<file path="config.mk">
export PLATFORM = sky130hd
export DESIGN_NAME = pipe_ctrl_fwd
export DESIGN_NICKNAME = d
export VERILOG_FILES = /design/src/rtl/pipe_ctrl_fwd.sv
export SDC_FILE = /design/constraint.sdc
export NUM_CORES = 1
export LEC_CHECK = 0
export CORE_AREA = 2 2 131 133
export CTS_CLUSTER_SIZE = 40
export DETAILED_ROUTE_END_ITERATION = 10
export DIE_AREA = 0 0 133 135
export RECOVER_POWER = 25
export SLEW_MARGIN = 20
export SYNTH_ARGS = -nofsm -noshare
export SYNTH_HDL_FRONTEND = slang
export SYNTH_SLANG_ARGS = --single-unit
</file>
<file path="constraint.sdc">
create_clock -name clk -period 3.4 [get_ports clk]
set_clock_uncertainty 0.05 [all_clocks]
set_input_delay 0.68 -clock clk [delete_from_list [all_inputs] [get_ports clk]]
set_output_delay 0.68 -clock clk [all_outputs]
set_load 0.02 [all_outputs]
</file>
<file path="src/rtl/pipe_ctrl_fwd.sv">
// Parametrised pipeline controller: per-stage valid bits, allow_in/fire handshake,
// cancel flush and operand bypass into ID. Define PIPE_PERF_CNT_EN to build the stall/flush counters.
module pipe_ctrl_fwd #(
  parameter int unsigned STAGES = 5,
  parameter int unsigned DW     = 32,
  parameter int unsigned RW     = 5
) (
  input  logic                      clk,
  input  logic                      resetn,
  input  logic                      cancel,
  input  logic [STAGES-1:0]         stage_over,
  input  logic [RW-1:0]             rs,
  input  logic [RW-1:0]             rt,
  input  logic [DW-1:0]             rf_rs,
  input  logic [DW-1:0]             rf_rt,
  input  logic [STAGES-3:0]         p_wen,
  input  logic [(STAGES-2)*RW-1:0]  p_wdest,
  input  logic [(STAGES-2)*DW-1:0]  p_data,
  input  logic [STAGES-3:0]         p_rdy,
  output logic [STAGES-1:0]         stage_valid,
  output logic [STAGES-1:0]         allow_in,
  output logic [STAGES-2:0]         stage_fire,
  output logic                      id_hazard,
  output logic [DW-1:0]             rs_val,
  output logic [DW-1:0]             rt_val,
  output logic [31:0]               stall_cnt,
  output logic [31:0]               flush_cnt
);

  localparam int unsigned NP = STAGES - 2;

  logic [STAGES-1:0] over_eff;
  logic              rs_wait;
  logic              rt_wait;

  // Bypass: scan oldest to youngest so the youngest matching producer overrides.
  always_comb begin
    rs_val  = rf_rs;
    rt_val  = rf_rt;
    rs_wait = 1'b0;
    rt_wait = 1'b0;
    for (int j = int'(NP) - 1; j >= 0; j--) begin
      if (stage_valid[j+2] && p_wen[j] && (rs != '0) && (p_wdest[j*RW +: RW] == rs)) begin
        rs_val  = p_data[j*DW +: DW];
        rs_wait = ~p_rdy[j];
      end
      if (stage_valid[j+2] && p_wen[j] && (rt != '0) && (p_wdest[j*RW +: RW] == rt)) begin
        rt_val  = p_data[j*DW +: DW];
        rt_wait = ~p_rdy[j];
      end
    end
  end

  assign id_hazard = stage_valid[1] & (rs_wait | rt_wait);

  // Handshake chain, resolved from the last stage back towards IF.
  always_comb begin
    over_eff    = stage_over & stage_valid;
    over_eff[1] = stage_over[1] & stage_valid[1] & ~id_hazard;
    allow_in    = '0;
    allow_in[STAGES-1] = ~stage_valid[STAGES-1] | over_eff[STAGES-1];
    for (int k = int'(STAGES) - 2; k >= 1; k--) begin
      allow_in[k] = ~stage_valid[k] | (over_eff[k] & allow_in[k+1]);
    end
    allow_in[0] = (over_eff[0] & allow_in[1]) | cancel;
    for (int k = 0; k < int'(STAGES) - 1; k++) begin
      stage_fire[k] = over_eff[k] & allow_in[k+1];
    end
  end

  // Valid bits: IF is always live out of reset; cancel empties every later stage.
  always_ff @(posedge clk) begin
    if (!resetn) begin
      stage_valid <= '0;
    end else begin
      stage_valid[0] <= 1'b1;
      for (int k = 1; k < int'(STAGES); k++) begin
        if (cancel) begin
          stage_valid[k] <= 1'b0;
        end else if (allow_in[k]) begin
          stage_valid[k] <= stage_fire[k-1];
        end
      end
    end
  end

`ifdef PIPE_PERF_CNT_EN
  always_ff @(posedge clk) begin
    if (!resetn) begin
      stall_cnt <= 32'd0;
      flush_cnt <= 32'd0;
    end else begin
      if (id_hazard && !cancel) stall_cnt <= stall_cnt + 32'd1;
      if (cancel)               flush_cnt <= flush_cnt + 32'd1;
    end
  end
`else
  assign stall_cnt = 32'd0;
  assign flush_cnt = 32'd0;
`endif

endmodule

</file>
Word level (Yosys, flattened, before mapping)
Index checks and enable logic that the tools add are counted.
{ "op_classes": {"eq_ne": 6, "n_mux": 13, "n_reduce_logical": 18, "n_bitwise": 23} }
{ "op_table": {"columns": ["cell", "n"], "rows": [
  ["2-to-1 mux 32 bit", 6],
  ["equality test 5 bit", 6],
  ["logical AND 1 bit", 15],
  ["nonzero test 5 bit", 2],
  ["NOT 1 bit", 9],
  ["AND 1 bit", 7],
  ["2-to-1 mux 1 bit", 7],
  ["OR 1 bit", 6],
  ["AND 5 bit", 1],
  ["OR reduction 2 bit", 1]
]} }
{ "totals": {"input_bits": 199, "reg_bits": 5} }

Longest topological paths before layout
Gate-level depths: netlist of run 1.
{ "logic_depth": {"depth_word": 14, "depth_mapped": 8} }

Worst setup path after synthesis of run 1
Ideal clock, no wire load.
{ "synth_timing": {"kind": "input to output", "from": "input port rs[3]", "to": "output port allow_in[0]", "n_path_buf": 0, "arrival_time_ps": 2697, "cell_stages": 6, "path_slack_ps": -27, "cell_sequence": "or4_1 > nor2_1 > or4_1 > o22a_1 > o22ai_2 > o41ai_1"} }
{ "synth_between": {"elab_chain_len": 14, "elab_cells_between_ends": 21} }
{ "synth_lines": {"columns": ["item", "line", "text"], "rows": [
  ["from (decl)", "12", "input logic [RW-1:0] rs,"],
  ["nonzero test 5 bit", "43", "if (stage_valid[j+2] && p_wen[j] && (rs != '0) && (p_wdest[j*RW +: RW] == rs)) begin"],
  ["logical AND 1 bit (2 in a row)", "43", null],
  ["2-to-1 mux 1 bit (2 in a row)", "43", null],
  ["2-to-1 mux 1 bit *", "43", null],
  ["OR 1 bit *", "54", "assign id_hazard = stage_valid[1] & (rs_wait | rt_wait);"],
  ["AND 1 bit *", "54", null],
  ["NOT 1 bit *", "59", "over_eff[1] = stage_over[1] & stage_valid[1] & ~id_hazard;"],
  ["AND 1 bit *", "59", null],
  ["AND 1 bit *", "63", "allow_in[k] = ~stage_valid[k] | (over_eff[k] & allow_in[k+1]);"],
  ["OR 1 bit *", "63", null],
  ["AND 1 bit *", "65", "allow_in[0] = (over_eff[0] & allow_in[1]) | cancel;"],
  ["OR 1 bit *", "65", null],
  ["to (decl)", "21", "output logic [STAGES-1:0] allow_in,"]
]} }
Every way passes the cells marked *; elsewhere a longest branch is shown, timed or not.

Final worst setup path of run 1
{ "layout_timing": {"from": "input port p_wdest[11]", "to": "output port rt_val[20]"} }
{ "layout_between": {"elab_chain_len": 5} }
{ "layout_lines": {"columns": ["item", "line", "text"], "rows": [
  ["from (decl)", "17", "input logic [(STAGES-2)*RW-1:0] p_wdest,"],
  ["equality test 5 bit", "47", "if (stage_valid[j+2] && p_wen[j] && (rt != '0) && (p_wdest[j*RW +: RW] == rt)) begin"],
  ["logical AND 1 bit", "47", null],
  ["2-to-1 mux 32 bit (3 in a row)", "47", null],
  ["to (decl)", "25", "output logic [DW-1:0] rt_val,"]
]} }
No other way between the ends.

==> flow_results.org, run 1 <==
** Status
- The run finished, with violations left.
- The final reports fail on setup timing.

** Critical path
- Crit start category :: input pin
- Critical Setup Path Class :: in2out
- Launch instance of the worst register-to-register path :: stage_valid[4]
- For this design, the slowest cell found on the critical path is sky130_fd_sc_hd__or4_4.
- For the worst flop-to-flop path, the logic depth is 11.
- The number of buffers and inverters on the critical path is 6.
- Max incr delay on CP :: 0.52 ns
- Cell mode on critical path :: sky130_fd_sc_hd__buf_6
- Chain of cells forming the critical path :: buf_6 -> xor2_1 -> or4_4 -> nor4_4 -> buf_6 -> buf_12 -> buf_16 -> buf_6 -> mux2i_2 -> a211oi_2 -> a21o_1 -> buf_6
- Worst-case register-to-register setup slack :: 1.10 ns
- The worst setup path is captured at a primary output.
- Largest fanout of any net on the critical path :: 6
- Data required, critical path :: 2.67 ns
- Family with the most delay on the worst path :: buffers and inverters
- Critical R2R Capture :: stage_valid[1]
- Data on the critical path arrives at its endpoint at approximately 2.7 ns.

** Logic synthesis
- sky130_fd_sc_hd__mux2i_1 takes more of the synthesized area than any other cell.
- Post-synthesis cell count :: approximately 440
- Ranked by total cell area, the synthesized netlist is headed by sky130_fd_sc_hd__mux2i_1, sky130_fd_sc_hd__a21o_1, sky130_fd_sc_hd__buf_4.
- Yosys warning total :: 0
- After synthesis the netlist holds a flip-flop and latch count of 5.
- The netlist uses 36 different library cells.
- The share of the Yosys chip area taken by registers is 3.09%.
- Post-Synthesis Cell Area :: around 3200 sq um
- The top cell type by area accounts for between 15 and 20% of the synthesized area.
- Mean cell area of the mapped netlist :: 7.32 sq um

** STA
- Worst Setup Slack, final :: -0.0740 ns
- The worst path in the final design needs a cycle of 3.47 ns, including I/O delays and setup.
- Crit share post-route :: 102%
- Final slew viol count :: 0
- The count of final hold-check violations is 0.
- FMAX :: 288 MHz
- Setup violations remaining at the end of the flow were counted as 10.
- Setup repair after global routing missed its margin :: true

** Floorplanning
- The die is 135 um tall.
- Die width :: 133 um
- In this run the core area contains 47 standard-cell rows.
- The die covers 18,000 sq um.
- For this design the top-level I/O count stands at ~340.
- The total area inside the core boundary comes to 16,400 sq um.
- Initial Utilization :: 19.7%

** Min path
- Worst-case hold path end point :: stage_valid[4]
- In this run the most critical hold path is launched from stage_valid[3].
- Along the worst hold path, the cell count comes to 2.
- The tightest min-delay check is of the reg2reg type.

** Finish
- Compared with the post-synthesis result, the final layout area differs by 140%.
- Of the cells placed in the final design, the portion with a size suffix greater than 1 is between 30% and 40%.
- The finished layout holds 1,011 standard cells, fillers aside.
- Register name with the most flops :: stage_valid
- Final Cell Area :: 7750 sq um
- Nets :: between 900 and 1,000
- The register with the most flip-flops in the layout has 5 of them.
- Registers with the most flip-flops :: stage_valid x5

** Clock tree
- CTS clk-pin slew, worst paths :: roughly 0.04 ns
- TritonCTS Buffers :: 3
- Clock tree from TritonCTS :: built
- The tree built by TritonCTS fans out to 5 sinks.
- Worst skew pair latency :: 0.23 ns
- In this run the number of H-tree levels came out at 1.
- The root buffer cell chosen for the clock tree is sky130_fd_sc_hd__clkbuf_16.
- Maximum clock insertion buffer count :: 2

** Global route
- Total congestion overflow after global routing :: 0
- The via count of the first global-routing pass was 4,471.
- Initial antenna violation count :: 1
- Wire length of the first global-routing pass :: 24,300 um
- Across every metal layer, demand over resource in global routing totals 16.9%.
- Entering global routing, the biggest net connects 31 pins.

** Place
- At the end of routability-driven placement, the weighted congestion stood at 0.842.
- Final HPWL from detailed placement :: 12,200 um
- Number of placed instances, taps included :: slightly below 1,000
- Area of placed instances :: around 6500 sq um
- Count of buffers inserted at the top-level ports :: 277

** Power and ir drop
- Overall power of the completed layout :: 929 uW
- The worst-case IR drop observed on VDD is roughly 0.00017 V.
- Power density over the cells :: around 120 nW/um^2
- Static leakage :: 0.00344 uW

** Detailed routing
- Vias after detailed routing :: 4,546
- For this run, the detailed router's first-pass iteration total came to 4.
- After detailed routing, the total wire length is 17,200 um.
- Dividing the detail-routed wire length by the instance count gives 17.0 um.
- Post-route DRC :: 0
- Vias per cell :: ~4.5
- In this run, the number of DRC markers left after iteration 0 of detailed routing was 117.
- The count of nets left with antenna violations once routing finished came out at 0.

** Job
- The tool flagged a number of max-cap violations equal to 0.
[through the flow]
| step | setup slack (ns) | hold slack (ns) | setup TNS [ns] | utilization (%) |
|---|---|---|---|---|
| 5_1_grt | -0.138 | 0.520 | -2.09 | 47.3 |
| 4_1_cts | -0.207 | 0.487 | -4.65 | 44.1 |
| 3_5_place_dp | -0.948 | 0.476 | -59.08 | 39.4 |
| 2_1_floorplan | -0.0274 | 0.526 | -0.0547 | - |
| 6_report | -0.0740 | 0.484 | -0.250 | 47.3 |
| 3_3_place_gp | -0.961 | 0.470 | -58.33 | 39.4 |
[routing by layer]
metal / vias to the layer above / routed length [um] / share of wire (%) / global-route usage [%]
met5: - / 0 / 0 / 0
met4: 0 / 167 / 0.97 / 2.99
met3: 11 / 1120 / 6.5 / 2.70
met2: 199 / 8980 / 52 / 31.3
met1: 2137 / 6890 / 40 / 20.7
li1: 2199 / - / - / -
[tightest hold or removal path, cell delays in order (launching register included)]
cell                      delay (ns)
sky130_fd_sc_hd__dfxtp_1        0.33
sky130_fd_sc_hd__nand2_1        0.08
sky130_fd_sc_hd__a21oi_1        0.07
[power by group]
| part | internal [uW] | switching [uW] | total [uW] |
|---|---|---|---|
| clock network | 155 | 37.4 | 193 |
| registers | 60.2 | 1.36 | 61.6 |
| logic | 386 | 289 | 675 |
| total | 602 | 327 | 929 |
[placed cells by master (no fill, tap or decap), types with 3 or more instances in the layout]
| master | Yosys | final |
|---|---|---|
| sky130_fd_sc_hd__conb_1 | 1 | 64 |
| sky130_fd_sc_hd__xor2_1 | 8 | 8 |
| sky130_fd_sc_hd__nand3_1 | 4 | 4 |
| sky130_fd_sc_hd__dlygate4sd3_1 | 0 | 6 |
| sky130_fd_sc_hd__mux2i_2 | 0 | 25 |
| sky130_fd_sc_hd__a211oi_1 | 62 | 20 |
| sky130_fd_sc_hd__bufbuf_16 | 0 | 3 |
| sky130_fd_sc_hd__a21o_1 | 64 | 64 |
| sky130_fd_sc_hd__xnor2_2 | 0 | 7 |
| sky130_fd_sc_hd__clkbuf_2 | 0 | 4 |
| sky130_fd_sc_hd__a211oi_2 | 2 | 42 |
| sky130_fd_sc_hd__buf_16 | 0 | 3 |
| sky130_fd_sc_hd__or4_4 | 1 | 5 |
| sky130_fd_sc_hd__buf_12 | 0 | 16 |
| sky130_fd_sc_hd__mux2i_4 | 0 | 3 |
| sky130_fd_sc_hd__nor2_4 | 1 | 3 |
| sky130_fd_sc_hd__clkdlybuf4s50_1 | 0 | 176 |
| sky130_fd_sc_hd__buf_4 | 64 | 59 |
| sky130_fd_sc_hd__mux2i_1 | 64 | 36 |
| sky130_fd_sc_hd__buf_2 | 13 | 11 |
| sky130_fd_sc_hd__nor2b_1 | 4 | 4 |
| sky130_fd_sc_hd__buf_6 | 3 | 84 |
| sky130_fd_sc_hd__xnor2_1 | 22 | 15 |
| sky130_fd_sc_hd__clkbuf_16 | 0 | 5 |
| sky130_fd_sc_hd__nor2_1 | 66 | 62 |
| sky130_fd_sc_hd__nand4_1 | 5 | 5 |
| sky130_fd_sc_hd__nand2_1 | 8 | 6 |
| sky130_fd_sc_hd__dlymetal6s2s_1 | 0 | 5 |
| sky130_fd_sc_hd__buf_8 | 0 | 5 |
| sky130_fd_sc_hd__dfxtp_1 | 5 | 5 |
[final cells by class]
type                       count  area (sq um)
antenna                        1          2.50
clock buffer                   4          78.8
fill                        1567          8650
inverter                       1          3.75
multi-input combinational    401          3270
sequential                     5           100
tap                          220           275
timing repair buffer         379          4020
[logic make-up after synthesis]
| family | after synthesis | share of synthesized area (%) |
|---|---|---|
| flip-flops | 5 | 3.09 |
| AO/OA/AOI/OAI | 141 | 33.5 |
| AND/OR/NAND/NOR | 102 | 15.3 |
| other | 1 | 0.116 |
| XOR/XNOR | 30 | 8.12 |
| multiplexers | 64 | 19.8 |
| buffers and inverters | 99 | 20.1 |
[worst max-delay path by stage]
stage,from,endpoint,slack (ns),cells past startpoint
finish,p_wdest[11],rt_val[20],-0.07,12
global route,p_wdest[11],rt_val[20],-0.14,12
CTS,rt[3],rt_val[20],-0.21,12
detailed placement,rs[3],rs_val[24],-0.95,9
global placement,rs[3],rs_val[24],-0.96,9
floorplan,rs[3],allow_in[0],-0.03,6
[Yosys cell counts]
library cell	n
sky130_fd_sc_hd__o31ai_1	1
sky130_fd_sc_hd__dfxtp_1	5
sky130_fd_sc_hd__o22a_1	1
sky130_fd_sc_hd__nand4bb_1	1
sky130_fd_sc_hd__nand2_1	8
sky130_fd_sc_hd__nand4_1	5
sky130_fd_sc_hd__inv_1	1
sky130_fd_sc_hd__nand3_1	4
sky130_fd_sc_hd__clkbuf_1	17
sky130_fd_sc_hd__a21o_1	64
sky130_fd_sc_hd__xnor2_1	22
sky130_fd_sc_hd__buf_2	13
sky130_fd_sc_hd__a211oi_1	62
sky130_fd_sc_hd__buf_1	1
sky130_fd_sc_hd__or4_1	4
sky130_fd_sc_hd__o41a_1	1
sky130_fd_sc_hd__nor2_4	1
sky130_fd_sc_hd__a211oi_2	2
sky130_fd_sc_hd__o31ai_2	1
sky130_fd_sc_hd__o22ai_2	1
sky130_fd_sc_hd__nor2_1	66
sky130_fd_sc_hd__a21bo_2	1
sky130_fd_sc_hd__or2_2	1
sky130_fd_sc_hd__or4_4	1
sky130_fd_sc_hd__buf_4	64
sky130_fd_sc_hd__nor4_4	2
sky130_fd_sc_hd__o41ai_1	3
sky130_fd_sc_hd__a21oi_1	2
sky130_fd_sc_hd__buf_6	3
sky130_fd_sc_hd__xor2_1	8
sky130_fd_sc_hd__conb_1	1
sky130_fd_sc_hd__o21a_1	2
sky130_fd_sc_hd__nor3_1	3
sky130_fd_sc_hd__nor2b_1	4
sky130_fd_sc_hd__nand2b_1	2
sky130_fd_sc_hd__mux2i_1	64
[what timing repair did]
action | CTS | global route
pin swaps | 71 | 47
setup buffers | 18 | 14
resized for setup | 505 | 129
setup endpoints to repair | 69 | 69
endpoints found under the hold margin | 0 | 0
cloned | 8 | 2
hold buffers | 0 | 0
No activity file was read; power rests on OpenSTA's default activity.
==> run 2: changes to the inputs <==
--- a/config.mk
+++ b/config.mk
@@ -12,3 +12,2 @@
 export RECOVER_POWER = 25
-export SLEW_MARGIN = 20
 export SYNTH_ARGS = -nofsm -noshare
--- a/constraint.sdc
+++ b/constraint.sdc
@@ -4,2 +4,2 @@
 set_output_delay 0.68 -clock clk [all_outputs]
-set_load 0.02 [all_outputs]
+set_load 0.01 [all_outputs]
==> run 2 against run 1 <==
Effect of this change:
- the flow still finishes with violations (setup timing)
- first-iteration DRC count fell by 0.85%
- hold slack gained 0.0043 ns
- fmax shrank 1.2%
- register-to-register slack gained 0.22 ns
- critical path depth grew 1
- die area stayed put
- clock power is essentially flat
- sequential cell count did not move
- final cell count rose by 0.20%
- total power is 11% lower
- clock-buffer cell count did not move
- critical endpoint is now rs_val[12]
- highest routed layer unchanged
==> flow_results.org, run 2 (synthesis results as in run 1) <==
** Floorplanning
- In this run the horizontal extent of the chip is ~130 um.
- For this configuration, the core starts out at a cell density of 19.7%.
- Die Y-Extent :: roughly 140 um
- Die area :: about 18,000 sq um
- In this run the core area contains 47 standard-cell rows.
- In this run the standard cell core region covers between 15,000 and 20,000 sq um.
- For this design the top-level I/O count stands at approximately 340.

** STA
- Worst Setup Slack, final :: -0.117 ns
- Setup repair after global routing could not meet its margin everywhere.
- Final hold violation count :: 0
- Worst hold slack :: approximately 0.49 ns
- Total of endpoints with negative setup slack in the final report :: 25
- Dividing the final minimum period by the clock period gives 103%.
- The final count of pins violating max slew came to 0.
- Min Tclk post-route :: 3.52 ns
- Static timing analysis puts the maximum clock frequency at 284 MHz.

** Critical path
- The signal on the critical path passes through buf_6 -> or4_1 -> nor2_1 -> buf_4 -> nor4_4 -> buf_4 -> buf_12 -> buf_12 -> buf_4 -> mux2i_1 -> a211oi_1 -> a21o_1 -> buf_2.
- Critical Setup Path Class :: in2out
- On the worst path, the slowest cell contributes a delay of 0.52 ns.
- Together, buffers and inverters on the worst path number 7.
- Crit path max-delay cell type :: sky130_fd_sc_hd__or4_1
- Data on the critical path is required at its endpoint by between 2 and 3 ns.
- Origin of the worst setup path :: rs[3]
- The most numerous cell type found on the critical path is sky130_fd_sc_hd__buf_4.
- The startpoint identified for the worst register-to-register timing path is stage_valid[4].
- STA classifies the critical path startpoint as an input pin.
- Worst setup EP type :: primary output
- Data arrives at the worst endpoint at between 2 and 3 ns.
- Family with the most delay on the worst path :: buffers and inverters
- Worst-case register-to-register setup slack :: 1.32 ns
- Critical R2R Capture :: stage_valid[2]
- Of all nets on the critical path, the largest fanout is 7.
- The number of cells on the worst reg-to-reg path is 10.

** Detailed routing
- In this run, the number of DRC markers left after iteration 0 of detailed routing was 116.
- Vias per cell :: 4.48
- Summed over all layers, the routed wires come to 16,700 um.
- Post-route DRC :: 0
- Dividing the detail-routed wire length by the instance count gives 16.5 um.
- Pre-Repair DR Iteration Count :: 4
- Residual antenna-violating net count after detailed routing :: 0
- Vias after detailed routing :: ~4,500

** Finish
- Compared with the post-synthesis result, the final layout area differs by 126%.
- For this run, the number of standard cells in the final layout without fillers is 1,013.
- Register name with the most flops :: stage_valid
- Cells fill around 45% of the core in the end.
- Leading cell type in the layout, fill and taps excluded :: sky130_fd_sc_hd__clkdlybuf4s50_1
- Diodes inserted :: 0
- Leading cell types in the layout, fill and taps excluded :: sky130_fd_sc_hd__clkdlybuf4s50_1, sky130_fd_sc_hd__a21o_1, sky130_fd_sc_hd__conb_1, sky130_fd_sc_hd__buf_2, sky130_fd_sc_hd__buf_4
- Flip-flop count of the largest register after layout :: 5
- The largest registers in the layout are stage_valid x5.
- Cells with a size suffix above 1 make up 37.1% of the layout.
- Nets :: 993

** Power and ir drop
- The share of total power dissipated in combinational logic is 69.0%.
- Sequential Power Share :: 7.5%
- Power density over the cells :: 113 nW/um^2
- In this run the power spent charging and discharging nets is 259 uW.
- Cell-internal power :: 565 uW
- Static leakage :: 0.00324 uW
- In this run, the clock network consumes 23.5% of the power.
- After layout, the design draws a total of between 800 and 900 uW.
- Net switching is 31.4% of the power.
- Across the VDD grid, the largest voltage drop is 0.000133 V.

** Min path
- The worst hold path was traced through 2 stages.
- For hold timing, the worst endpoint is stage_valid[4].
- Type of the tightest min-delay check :: reg2reg
- In this run the most critical hold path is launched from stage_valid[3].

** Place
- In this run, placement finished with an instance count of 964.
- Routability-driven placement finished with a final weighted congestion of 0.820.
- Once detailed placement completed, the half-perimeter wirelength came to between 10,000 and 15,000 um.
- The count of buffers added on input and output ports is 277.

** Global route
- GRT Util Overall :: between 10% and 20%
- Largest net degree at the start of global routing :: 35
- Initial antenna violation count :: 0
- The via count of the first global-routing pass was 4,487.
- Wire length of the first global-routing pass :: roughly 24,000 um
- Global routing finished with a remaining overflow of 0.

** Clock tree
- In this run, CTS created clock tree buffers numbering 3.
- The clock passes through at most 2 buffers.
- For this design, the CTS-stage hold fixing added 0 buffers.
- The clock drives 5 sinks.
- Worst skew pair latency :: roughly 0.23 ns
- After clock tree synthesis, the clock-pin slew on the worst setup and hold paths is 0.03 ns.
- Clock tree from TritonCTS :: built
- The tree is rooted in a sky130_fd_sc_hd__clkbuf_16.
- Number of levels in the clock H-tree :: 1

** Status
- Violated checks :: setup timing
- Status :: finished, violations left

** Job
- The tool flagged a number of max-cap violations equal to 0.
[run 2: cell types whose count changed in the layout (fill, tap and decap cells not counted), sizes merged]
cell           delta
clkdlybuf4s50     -1
dlymetal6s2s      -5
clkbuf            +2
buf               +2
bufbuf            -2
diode             -1
dlygate4sd2       +7
[run 2: worst max-delay path by stage]
stage | endpoint | slack [ns] | depth (start not counted)
3_5_place_dp | rt_val[21] | -0.89 | 10
5_1_grt | rs_val[12] | -0.19 | 13
3_3_place_gp | rs_val[5] | -0.87 | 10
6_report | rs_val[12] | -0.12 | 13
2_1_floorplan | allow_in[0] | 0.26 | 6
4_1_cts | rt_val[21] | -0.16 | 11
[run 2: power by group through the flow]
| stage | registers (uW) | clock network, uW | logic (uW) |
|---|---|---|---|
| global placement | 62.2 | 0 | 560 |
| finish | 61.6 | 194 | 569 |
| detailed placement | 62.2 | 0 | 558 |
| CTS | 61.6 | 197 | 546 |
| floorplan | 62.6 | 0 | 231 |
| global route | 61.7 | 203 | 607 |
[run 2: per-stage QoR]
stage | area, sq um | worst slack [ns] | TNS [ns]
floorplan | 3470 | 0.264 | 0
global placement | 6420 | -0.873 | -53.22
detailed placement | 6420 | -0.888 | -54.00
CTS | 7050 | -0.160 | -3.88
global route | 7310 | -0.188 | -4.39
finish | 7310 | -0.117 | -1.08
[run 2: worst register-to-register path: cells and delay by family, from the launching register on]
kind,cells,cell delay [ns]
AO/OA/AOI/OAI,2,0.15
AND/OR/NAND/NOR,4,0.82
flip-flops,1,0.34
buffers and inverters,4,0.59
[run 2: repair_timing]
action,CTS,global route
pin swaps,69,36
cloned,6,1
gates resized for setup,440,88
endpoints found under the setup margin,69,67
buffers inserted,31,11
[run 2: cell type report]
type                    count  area (sq um)
clock buffers               4          78.8
fillers                  1684          9100
inverters                   1          3.75
multi-input cells         401          3260
flip-flops and latches      5           100
well taps                 220           275
repair buffers            382          3590
[run 2: per-layer routing]
layer	routed length (um)	vias up	GRT usage (%)	share of wire, %
li1	-	2206	-	-
met4	240	0	2.21	1.4
met3	1230	20	2.89	7.4
met5	0	-	0	0
met2	8400	215	31.4	50
met1	6870	2095	21.1	41
